### src/rtl/fp_add_arbiter.sv
// fp_add_arbiter
// Shares one floating-point adder core among N_REQ requesters. Operand pairs
// arrive over per-requester valid/ready and are granted round-robin. The core is
// sequenced through load, start pulse, wait for valid, then clear. The sum is
// returned together with the id of the requester that supplied the operands.
//
// Optional feature: define FPADD_ARB_TIMEOUT_EN to bound the wait for the core.
// If the core has not returned a result after TIMEOUT cycles in WAIT, the
// operation is aborted with rsp_result=0 and timeout_err=1.
//
// Ports
//   clk, reset        clock (posedge) and synchronous active-high reset
//   req_valid/ready   per-requester handshake; ready is one-hot, combinational
//   req_a, req_b      operands, requester i at [i*WIDTH +: WIDTH]
//   fpa_a, fpa_b      operands to the core, held from ISSUE through RESP
//   fpa_start         one-cycle start pulse to the core
//   fpa_clear         returns the core to idle; also asserted during reset
//   fpa_valid         core result valid (level), fpa_result = core sum
//   rsp_valid/ready   response handshake; rsp_id, rsp_result stable while valid
//   busy              high whenever the arbiter is not idle
//   timeout_err       qualifies rsp_valid: the response is an abort
module fp_add_arbiter #(
  parameter int unsigned N_REQ   = 4,
  parameter int unsigned WIDTH   = 32,
  parameter int unsigned TIMEOUT = 64
) (
  input  logic                       clk,
  input  logic                       reset,
  input  logic [N_REQ-1:0]           req_valid,
  input  logic [N_REQ*WIDTH-1:0]     req_a,
  input  logic [N_REQ*WIDTH-1:0]     req_b,
  output logic [N_REQ-1:0]           req_ready,
  output logic [WIDTH-1:0]           fpa_a,
  output logic [WIDTH-1:0]           fpa_b,
  output logic                       fpa_start,
  output logic                       fpa_clear,
  input  logic                       fpa_valid,
  input  logic [WIDTH-1:0]           fpa_result,
  output logic                       rsp_valid,
  output logic [$clog2(N_REQ)-1:0]   rsp_id,
  output logic [WIDTH-1:0]           rsp_result,
  input  logic                       rsp_ready,
  output logic                       busy,
  output logic                       timeout_err
);

  localparam int unsigned IDW = $clog2(N_REQ);

  typedef enum logic [2:0] {
    S_IDLE  = 3'd0,
    S_ISSUE = 3'd1,
    S_WAIT  = 3'd2,
    S_RESP  = 3'd3,
    S_CLEAR = 3'd4
  } state_t;

  state_t           r_state;
  state_t           w_state_nxt;

  logic [IDW-1:0]   r_last_ptr;
  logic [IDW-1:0]   r_id;
  logic [WIDTH-1:0] r_a;
  logic [WIDTH-1:0] r_b;
  logic [WIDTH-1:0] r_rsp_result;
  logic             r_fpa_start;
  logic             r_fpa_clear;
  logic             r_rsp_valid;
  logic             r_busy;

  logic [IDW-1:0]   w_grant_id;
  logic             w_grant_vld;
  logic             w_accept;
  logic             w_wait_expired;

  // Round-robin search: first valid index after r_last_ptr, wrapping.
  always_comb begin
    int unsigned v_idx;
    w_grant_id  = r_last_ptr;
    w_grant_vld = 1'b0;
    v_idx       = 0;
    for (int unsigned k = 1; k <= N_REQ; k++) begin
      v_idx = (32'(r_last_ptr) + k) % N_REQ;
      if (!w_grant_vld && req_valid[IDW'(v_idx)]) begin
        w_grant_vld = 1'b1;
        w_grant_id  = IDW'(v_idx);
      end
    end
  end

  // A grant is only offered from IDLE and never while reset is asserted.
  assign w_accept = (r_state == S_IDLE) && w_grant_vld && !reset;

  always_comb begin
    req_ready = '0;
    if (w_accept) begin
      req_ready[w_grant_id] = 1'b1;
    end
  end

`ifdef FPADD_ARB_TIMEOUT_EN
  localparam int unsigned TO_W = $clog2(TIMEOUT + 1);

  logic [TO_W-1:0] r_wait_cnt;
  logic            r_timeout_err;

  // Counts cycles spent in WAIT; zero on every entry into WAIT.
  always_ff @(posedge clk) begin
    if (reset || (r_state != S_WAIT)) begin
      r_wait_cnt <= '0;
    end else begin
      r_wait_cnt <= r_wait_cnt + TO_W'(1);
    end
  end

  // Expiry is decided one cycle early so RESP begins exactly TIMEOUT cycles
  // after WAIT entry.
  assign w_wait_expired = (r_state == S_WAIT) && !fpa_valid &&
                          (r_wait_cnt == TO_W'(TIMEOUT - 1));

  // Abort flag rides along with the response until its handshake.
  always_ff @(posedge clk) begin
    if (reset) begin
      r_timeout_err <= 1'b0;
    end else if (w_wait_expired) begin
      r_timeout_err <= 1'b1;
    end else if ((r_state == S_RESP) && rsp_ready) begin
      r_timeout_err <= 1'b0;
    end
  end

  assign timeout_err = r_timeout_err;
`else
  assign w_wait_expired = 1'b0;
  assign timeout_err    = 1'b0;
`endif

  // State register.
  always_ff @(posedge clk) begin
    if (reset) begin
      r_state <= S_IDLE;
    end else begin
      r_state <= w_state_nxt;
    end
  end

  // Next-state logic.
  always_comb begin
    w_state_nxt = r_state;
    case (r_state)
      S_IDLE:  if (w_accept) w_state_nxt = S_ISSUE;
      S_ISSUE: w_state_nxt = S_WAIT;
      S_WAIT:  if (fpa_valid || w_wait_expired) w_state_nxt = S_RESP;
      S_RESP:  if (rsp_ready) w_state_nxt = S_CLEAR;
      S_CLEAR: w_state_nxt = S_IDLE;
      default: w_state_nxt = S_IDLE;
    endcase
  end

  // Operand/response datapath and round-robin pointer.
  always_ff @(posedge clk) begin
    if (reset) begin
      r_last_ptr   <= IDW'(N_REQ - 1);
      r_id         <= '0;
      r_a          <= '0;
      r_b          <= '0;
      r_rsp_result <= '0;
    end else begin
      if (w_accept) begin
        r_id <= w_grant_id;
        r_a  <= req_a[w_grant_id*WIDTH +: WIDTH];
        r_b  <= req_b[w_grant_id*WIDTH +: WIDTH];
      end
      if (r_state == S_WAIT) begin
        if (fpa_valid) begin
          r_rsp_result <= fpa_result;
        end else if (w_wait_expired) begin
          r_rsp_result <= '0;
        end
      end
      // The just-served requester drops to lowest priority.
      if ((r_state == S_RESP) && rsp_ready) begin
        r_last_ptr <= r_id;
      end
    end
  end

  // Control outputs registered from the next state so they align with it.
  always_ff @(posedge clk) begin
    if (reset) begin
      r_fpa_start <= 1'b0;
      r_fpa_clear <= 1'b0;
      r_rsp_valid <= 1'b0;
      r_busy      <= 1'b0;
    end else begin
      r_fpa_start <= (w_state_nxt == S_ISSUE);
      r_fpa_clear <= (w_state_nxt == S_CLEAR);
      r_rsp_valid <= (w_state_nxt == S_RESP);
      r_busy      <= (w_state_nxt != S_IDLE);
    end
  end

  assign fpa_a      = r_a;
  assign fpa_b      = r_b;
  assign fpa_start  = r_fpa_start;
  // The core is held cleared for as long as the arbiter is in reset.
  assign fpa_clear  = r_fpa_clear | reset;
  assign rsp_valid  = r_rsp_valid;
  assign rsp_id     = r_id;
  assign rsp_result = r_rsp_result;
  assign busy       = r_busy;

endmodule
### config.mk
export PLATFORM = sky130hd
export DESIGN_NAME = fp_add_arbiter
export DESIGN_NICKNAME = d
export VERILOG_FILES = /design/src/rtl/fp_add_arbiter.sv
export SDC_FILE = /design/constraint.sdc
export NUM_CORES = 1
export LEC_CHECK = 0
export ABC_AREA = 1
export ABC_CLOCK_PERIOD_IN_PS = 5300
export CAP_MARGIN = 10
export CORE_AREA = 2 2 156 158
export DETAILED_ROUTE_END_ITERATION = 6
export DIE_AREA = 0 0 158 160
export DONT_BUFFER_PORTS = 1
export PLACE_DENSITY_LB_ADDON = 0.15
export SETUP_SLACK_MARGIN = 0.4
export SLEW_MARGIN = 0
export SYNTH_ARGS = -nofsm -noshare
export SYNTH_HDL_FRONTEND = slang
export SYNTH_SLANG_ARGS = --single-unit
### constraint.sdc
create_clock -name clk -period 5.3 [get_ports clk]
set_input_delay 1.325 -clock clk [delete_from_list [all_inputs] [get_ports clk]]
set_output_delay 1.325 -clock clk [all_outputs]
set_load 0.03 [all_outputs]
==> results.md, run 1 <==
- Slowest cell on crit path: nand2_2
- Peak VDD IR: 154.1 uV
- Placer congestion estimate: 0.8068
- Synth cell count leaders: 387 x nand3_1, 331 x inv_1, 229 x nand2_1
- Worst Path Required: 3970 ps
- Global-route wire length before repair: 38.60 mm
- Placement Rows: 57
- Share of async-settable or async-resettable flops after synthesis: 0
- Design Area, Final: 7707 sq um
- Max Clk Rate: 0.2428 GHz
- #FFs+latches synth: 107
- Cts repair resizes: 0
- Die Height: 160 um
- DR DRC count: 0
- Critical path class: in2out
- Final Max Slew Viols: 0
- Port buffer count: 0
- # IOs: 403
- Final number of setup-violating endpoints: 0
- Post-synth top area share: 0.2922
- WL per Instance: 16.78 um
- Final Net Count: 1,517
- Antenna-violating nets left: 0
- Largest area contributor in the netlist: dfxtp_1
- Syn_nets: 1,577
- DRT Wirelength: 26.00 mm
- DIE AREA: 25,280 sq um
- Max-cap viol count: 0
- Total Routing Usage GR: 0.1949
- Cell with the most instances after synthesis: nand3_1
- Via density: 4.878
- DRT iter0 DRCs: 515
- Crit-path max cell delay: 370 ps
- Worst skew pair latency: 360 ps
- Top delay family on crit path: simple AND/OR/NAND/NOR gates
- Initial core utilization: 0.3078
- CP endpoint kind: output port
- Global route overflow: 0
- CTS root buffer: clkbuf_16
- Initial antenna violation count: 1
- Unrepaired setup endpoints after global routing: no
- # diodes: 0
- Yosys cell types: 26
- Dpl ws: 1202 ps
- Syn_area_per_cell: 5.723 sq um
- Design Power: 2.338 mW
- Grt met3 use: 0.05943
- PwrDens: 303.3 nW/um^2
- Clock buffer depth: 2
- Gr busiest metal: met2
- Core ar.: 23,820 sq um
- Post-CTS Setup Repair Bufs: 0
- Hpwl dp: 17.94 mm
- Switching power: 0.9380 mW
- Final hold violation count: 0
- Crit-path most repeated cell: nand2_1
- CTS Sinks: 107
- CP startpoint kind: input port
- Outcome: complete, no violations
- Crit path buffers/inverters: 2
- Die W: 158 um
- GR Util met1: 0.2451
- Syn Inst Count: 1,281
- Slew @ Worst Pin: 1005 ps
- Switch share: 0.4012
- Fill cells: 2,826
- Clock share of power: 0.303
- Top cells by area, synth: dfxtp_1 29%, nand3_1 26%, inv_1 17%
- CP Cell Sequence: nand2_1 -> nand2_1 -> nand2_1 -> nand2_1 -> nand2_1 -> nand2_2 -> nand2_4 -> nand2_2 -> inv_1 -> nor3_1 -> buf_4
- Hold_buf cts: 0
- Fin crit period: 4119 ps
- Tcrit/Tclk final: 0.7773
- Vias in the first global route: 6,901
- TNS Setup: 0 ps
- Fraction of layout cells with a size suffix above 1: 0.03997
- Worst Clk Skew: 16.82 ps
- Post-DP Area: 7393 sq um
- Primary FF master, synth: dfxtp_1
- Post-synth EDFFs: 0
- Logic pwr share: 0.230
- Internal: 1.400 mW
- Setup ws final: 1181 ps
- Area Growth Syn to Fin: 5.137%
- Leak pwr: 4.643 nW
- Drt first pass iters: 5
- Vias after detailed routing: 7,561
- Clock slew at reported path FFs: 80 ps
- GR Util met2: 0.3259
- TritonCTS Buffers: 9
- Sequential Power Share: 0.468
- Post-synthesis sequential area ratio: 0.2922
- CTS tree: built
- Worst-path maximum fanout: 22
- H-Tree Depth: 3
- Worst Path Arrival: 2790 ps
- Largest net degree at the start of global routing: 66
- Hold Path Class: reg2reg
- End-of-flow core utilization: 0.3236
- Yosys warns: 0
- Mapped cell area: 7331 sq um
- Worst slew margin: 0.3294
==> cell type report <==
class	instances	area, sq um	area share
flip-flops and latches	107	2142	0.2779
multi-input cells	752	3452	0.4479
clock buffers	9	225.2	0.02922
clock inverters	7	88.84	0.01153
repair buffers	17	140.1	0.01818
well taps	324	405.4	0.05260
inverters	334	1254	0.1627
==> through the flow <==
stage,hold WS [ps],std cells
5_1_grt,555.2,1550
2_1_floorplan,464.3,1281
4_1_cts,524.0,1550
6_report,530.8,1550
3_3_place_gp,516.6,1534
3_5_place_dp,506.0,1534
==> sequential cells by signal, indices dropped and copies added, names as in the netlist <==
signal and cells:
busy 1, fpa_a 32, fpa_b 32, fpa_start 1, r_fpa_clear 1, r_last_ptr 2
r_state 3, rsp_id 2, rsp_result 32, rsp_valid 1
==> cell usage in the layout, fill, tap and decap left out, types with 3 or more instances in the layout <==
cell       synthesis  routed
o21ai_0           36      36
inv_2              2       3
nor3_1             5       5
nand3_1          387     387
dfxtp_1          107     107
nor2_1            73      72
nand2_2            4       3
inv_1            331     331
nand2_1          229     229
clkbuf_16          0       9
a21oi_1            5       5
buf_4             20      16
clkinv_8           0       3
==> power by group through the flow <==
stage          Combinational (mW)  Sequential (mW)  Clock (mW)
4_1_cts                     0.546             1.10       0.740
6_report                    0.537             1.09       0.707
3_5_place_dp                0.543             1.11           0
5_1_grt                     0.618             1.10       0.767
2_1_floorplan               0.447             1.08           0
3_3_place_gp                0.545             1.12           0
==> kinds of logic (layout without fill, tap and decap cells) <==
family	Yosys count	after routing	share of synthesized area
DFF	107	107	0.2922
buffers and inverters	422	367	0.2396
other	1	1	0.0005115
and+or+nand+nor	707	707	0.4363
AOI/OAI and AO/OA	44	44	0.03140
==> metal layers <==
| metal | wire length (um) | vias up |
|---|---|---|
| li1 | - | 3761 |
| met1 | 10990 | 3483 |
| met2 | 12380 | 291 |
| met3 | 2257 | 24 |
| met4 | 369 | 2 |
| met5 | 10 | - |
==> worst paths after layout <==
| check | depth (start not counted) | slack, ps | end | from |
|---|---|---|---|---|
| worst max-delay path | 11 | 1180 | req_ready[0] | req_valid[3] |
| worst min-delay path | 1 | 530 | r_state[1]$_SDFF_PP0_ | r_state[1]$_SDFF_PP0_ |
| worst max register to register | 13 | 1800 | fpa_a[31]$_SDFFE_PP0P_ | r_last_ptr[0]$_SDFFE_PP1P_ |
| worst min register to register | 1 | 530 | r_state[1]$_SDFF_PP0_ | r_state[1]$_SDFF_PP0_ |
No activity file was read; power rests on OpenSTA's default activity.
==> run 2: changes to the inputs <==
ABC_CLOCK_PERIOD_IN_PS = 4200   (was 5300)
clock period = 4.2 ns   (was 5.3 ns; I/O delays follow)
==> run 2 against run 1 <==
Sequential power grew 27%. Flip-flop and latch count unchanged. Setup slack lost 390 ps.
==> results.md, run 2 (synthesis results as in run 1) <==
- Switch share: 0.3995
- CP startpoint kind: input port
- Via density: 4.829
- Worst-path maximum fanout: 16
- Drt first pass iters: 5
- Initial core utilization: 0.3078
- DR DRC count: 0
- Global route overflow: 0
- DRT iter0 DRCs: 440
- Global-route wire length before repair: 39.13 mm
- Internal: 1.775 mW
- Design Power: 2.957 mW
- CP Cell Sequence: nand2_1 -> nand2_1 -> nand2_1 -> nand2_1 -> nand2_1 -> nand2_2 -> nand2_4 -> nand2_2 -> inv_1 -> nor3_1 -> buf_4
- Worst slew margin: 0.4190
- Port buffer count: 0
- Hold path endpoint: r_state[1]$_SDFF_PP0_
- Critical path class: in2out
- Grt met3 use: 0.06431
- Slew @ Worst Pin: 870.2 ps
- Clock slew at reported path FFs: 80 ps
- GR Util met1: 0.2366
- Hold_buf cts: 0
- Commonest non-fill, non-tap cells in the layout: 387 x nand3_1, 331 x inv_1, 229 x nand2_1
- Unrepaired setup endpoints after global routing: no
- Crit-path max cell delay: 280 ps
- Fraction of layout cells with a size suffix above 1: 0.04312
- Post-placement cell count: 1,537
- TritonCTS Buffers: 9
- Slowest cell on crit path: nand2_2
- Outcome: complete, no violations
- Peak VDD IR: 184.6 uV
- Core ar.: 23,820 sq um
- Final Net Count: 1,520
- CTS Sinks: 107
- Crit-path most repeated cell: nand2_1
- Die W: 158 um
- Hpwl dp: 18.21 mm
- GR Util met2: 0.3374
- Final hold violation count: 0
- PwrDens: 380.1 nW/um^2
- DRT Wirelength: 26.22 mm
- # IOs: 403
- Clock share of power: 0.299
- DIE AREA: 25,280 sq um
- Tcrit/Tclk final: 0.8118
- Placement Rows: 57
- Placer congestion estimate: 0.8385
- Crit path buffers/inverters: 2
- Logic pwr share: 0.234
- Fin crit period: 3410 ps
- Vias after detailed routing: 7,504
- Clock buffer depth: 2
- Reg2reg start: r_last_ptr[0]$_SDFFE_PP1P_
- RR Endpoint: fpa_b[8]$_SDFFE_PP0P_
- R2R cell count: 14
- Min-delay src: r_state[0]$_SDFF_PP0_
- WL per Instance: 16.88 um
- Worst Path Required: 3150 ps
- Setup ws final: 790.3 ps
- Top delay family on crit path: simple AND/OR/NAND/NOR gates
- Switching power: 1.181 mW
- Post-CTS Setup Repair Bufs: 0
- CP endpoint kind: output port
- CTS root buffer: clkbuf_16
- Antenna-violating nets left: 0
- H-Tree Depth: 3
- Fill cells: 2,777
- Total Routing Usage GR: 0.1979
- Commonest non-fill, non-tap cell in the layout: nand3_1
- Sequential Power Share: 0.467
- Worst Hold Depth: 1
- Non-Filler Instances: 1,554
- Worst Path Arrival: 2360 ps
- Gr busiest metal: met2
- CTS tree: built
- Leak pwr: 4.674 nW
- Final number of setup-violating endpoints: 0
- Worst Clk Skew: 10.98 ps
- Initial antenna violation count: 2
- Area Growth Syn to Fin: 6.110%
- Worst skew pair latency: 360 ps
- Vias in the first global route: 7,199
- Die Height: 160 um
- TNS Setup: 0 ps
- Final Max Slew Viols: 0
- Max Clk Rate: 0.2933 GHz
- Max-cap viol count: 0
- Worst reg-to-reg setup slack: 1120 ps
- Hold Path Class: reg2reg
- Dpl ws: 702.4 ps
- Largest net degree at the start of global routing: 75
run 2: layer usage:
| metal | vias to the layer above | share of wire |
|---|---|---|
| met5 | - | 0.00050 |
| met4 | 2 | 0.017 |
| met3 | 31 | 0.084 |
| met2 | 300 | 0.48 |
| met1 | 3410 | 0.42 |
| li1 | 3761 | - |
run 2: layout make-up:
type | instances | area (sq um) | area share
multi-input combinational | 752 | 3452 | 0.4438
timing repair buffer | 20 | 212.7 | 0.02734
tap | 324 | 405.4 | 0.05212
antenna | 1 | 2.502 | 0.0003217
inverter | 334 | 1254 | 0.1612
clock buffer | 9 | 225.2 | 0.02895
sequential | 107 | 2143 | 0.2755
clock inverter | 7 | 83.83 | 0.01078
run 2: how the worst max path moves through the flow:
stage                                  endpoint  cells after the start  slack (ps)                  startpoint
after global placement    fpa_b[8]$_SDFFE_PP0P_                     13         680                req_valid[2]
after detailed placement  fpa_b[8]$_SDFFE_PP0P_                     13         700                req_valid[3]
final                              req_ready[0]                     11         790                req_valid[3]
after floorplan                    req_ready[0]                      8         610                req_valid[3]
after CTS                          req_ready[1]                      9         530  r_last_ptr[0]$_SDFFE_PP1P_
after global routing               req_ready[0]                     12         580  r_last_ptr[0]$_SDFFE_PP1P_
run 2: stage by stage:
| stage | area (sq um) | hold slack, ps | utilization |
|---|---|---|---|
| final | 7779 | 533.0 | 0.3266 |
| after global routing | 7779 | 577.5 | 0.3266 |
| after CTS | 7775 | 522.9 | 0.3264 |
| after detailed placement | 7466 | 506.4 | 0.3134 |
| after global placement | 7466 | 515.1 | 0.3134 |
| after floorplan | 7331 | 464.3 | - |
run 2: worst register-to-register path, stage by stage, from the launching register on:
cell	delay (ps)
dfxtp_2	400
inv_2	200
nand2_1	100
nand2_1	110
nand2_1	60
nand2_1	60
nand2_1	130
nand3_4	100
buf_4	490
buf_4	760
nand3_1	260
nand3_1	140
nand3_1	70
nand2_1	60
inv_1	50
run 2: power groups by stage:
| stage | registers (mW) | clock network (mW) | logic, mW |
|---|---|---|---|
| final | 1.38 | 0.883 | 0.693 |
| after global routing | 1.39 | 0.976 | 0.794 |
| after CTS | 1.38 | 0.933 | 0.704 |
| after detailed placement | 1.41 | 0 | 0.703 |
| after global placement | 1.41 | 0 | 0.701 |
| after floorplan | 1.37 | 0 | 0.565 |
run 2: repair_timing:
item,4_1_cts,5_1_grt
setup endpoints to repair,0,2
hold endpoints to repair,0,0
resized for setup,0,1
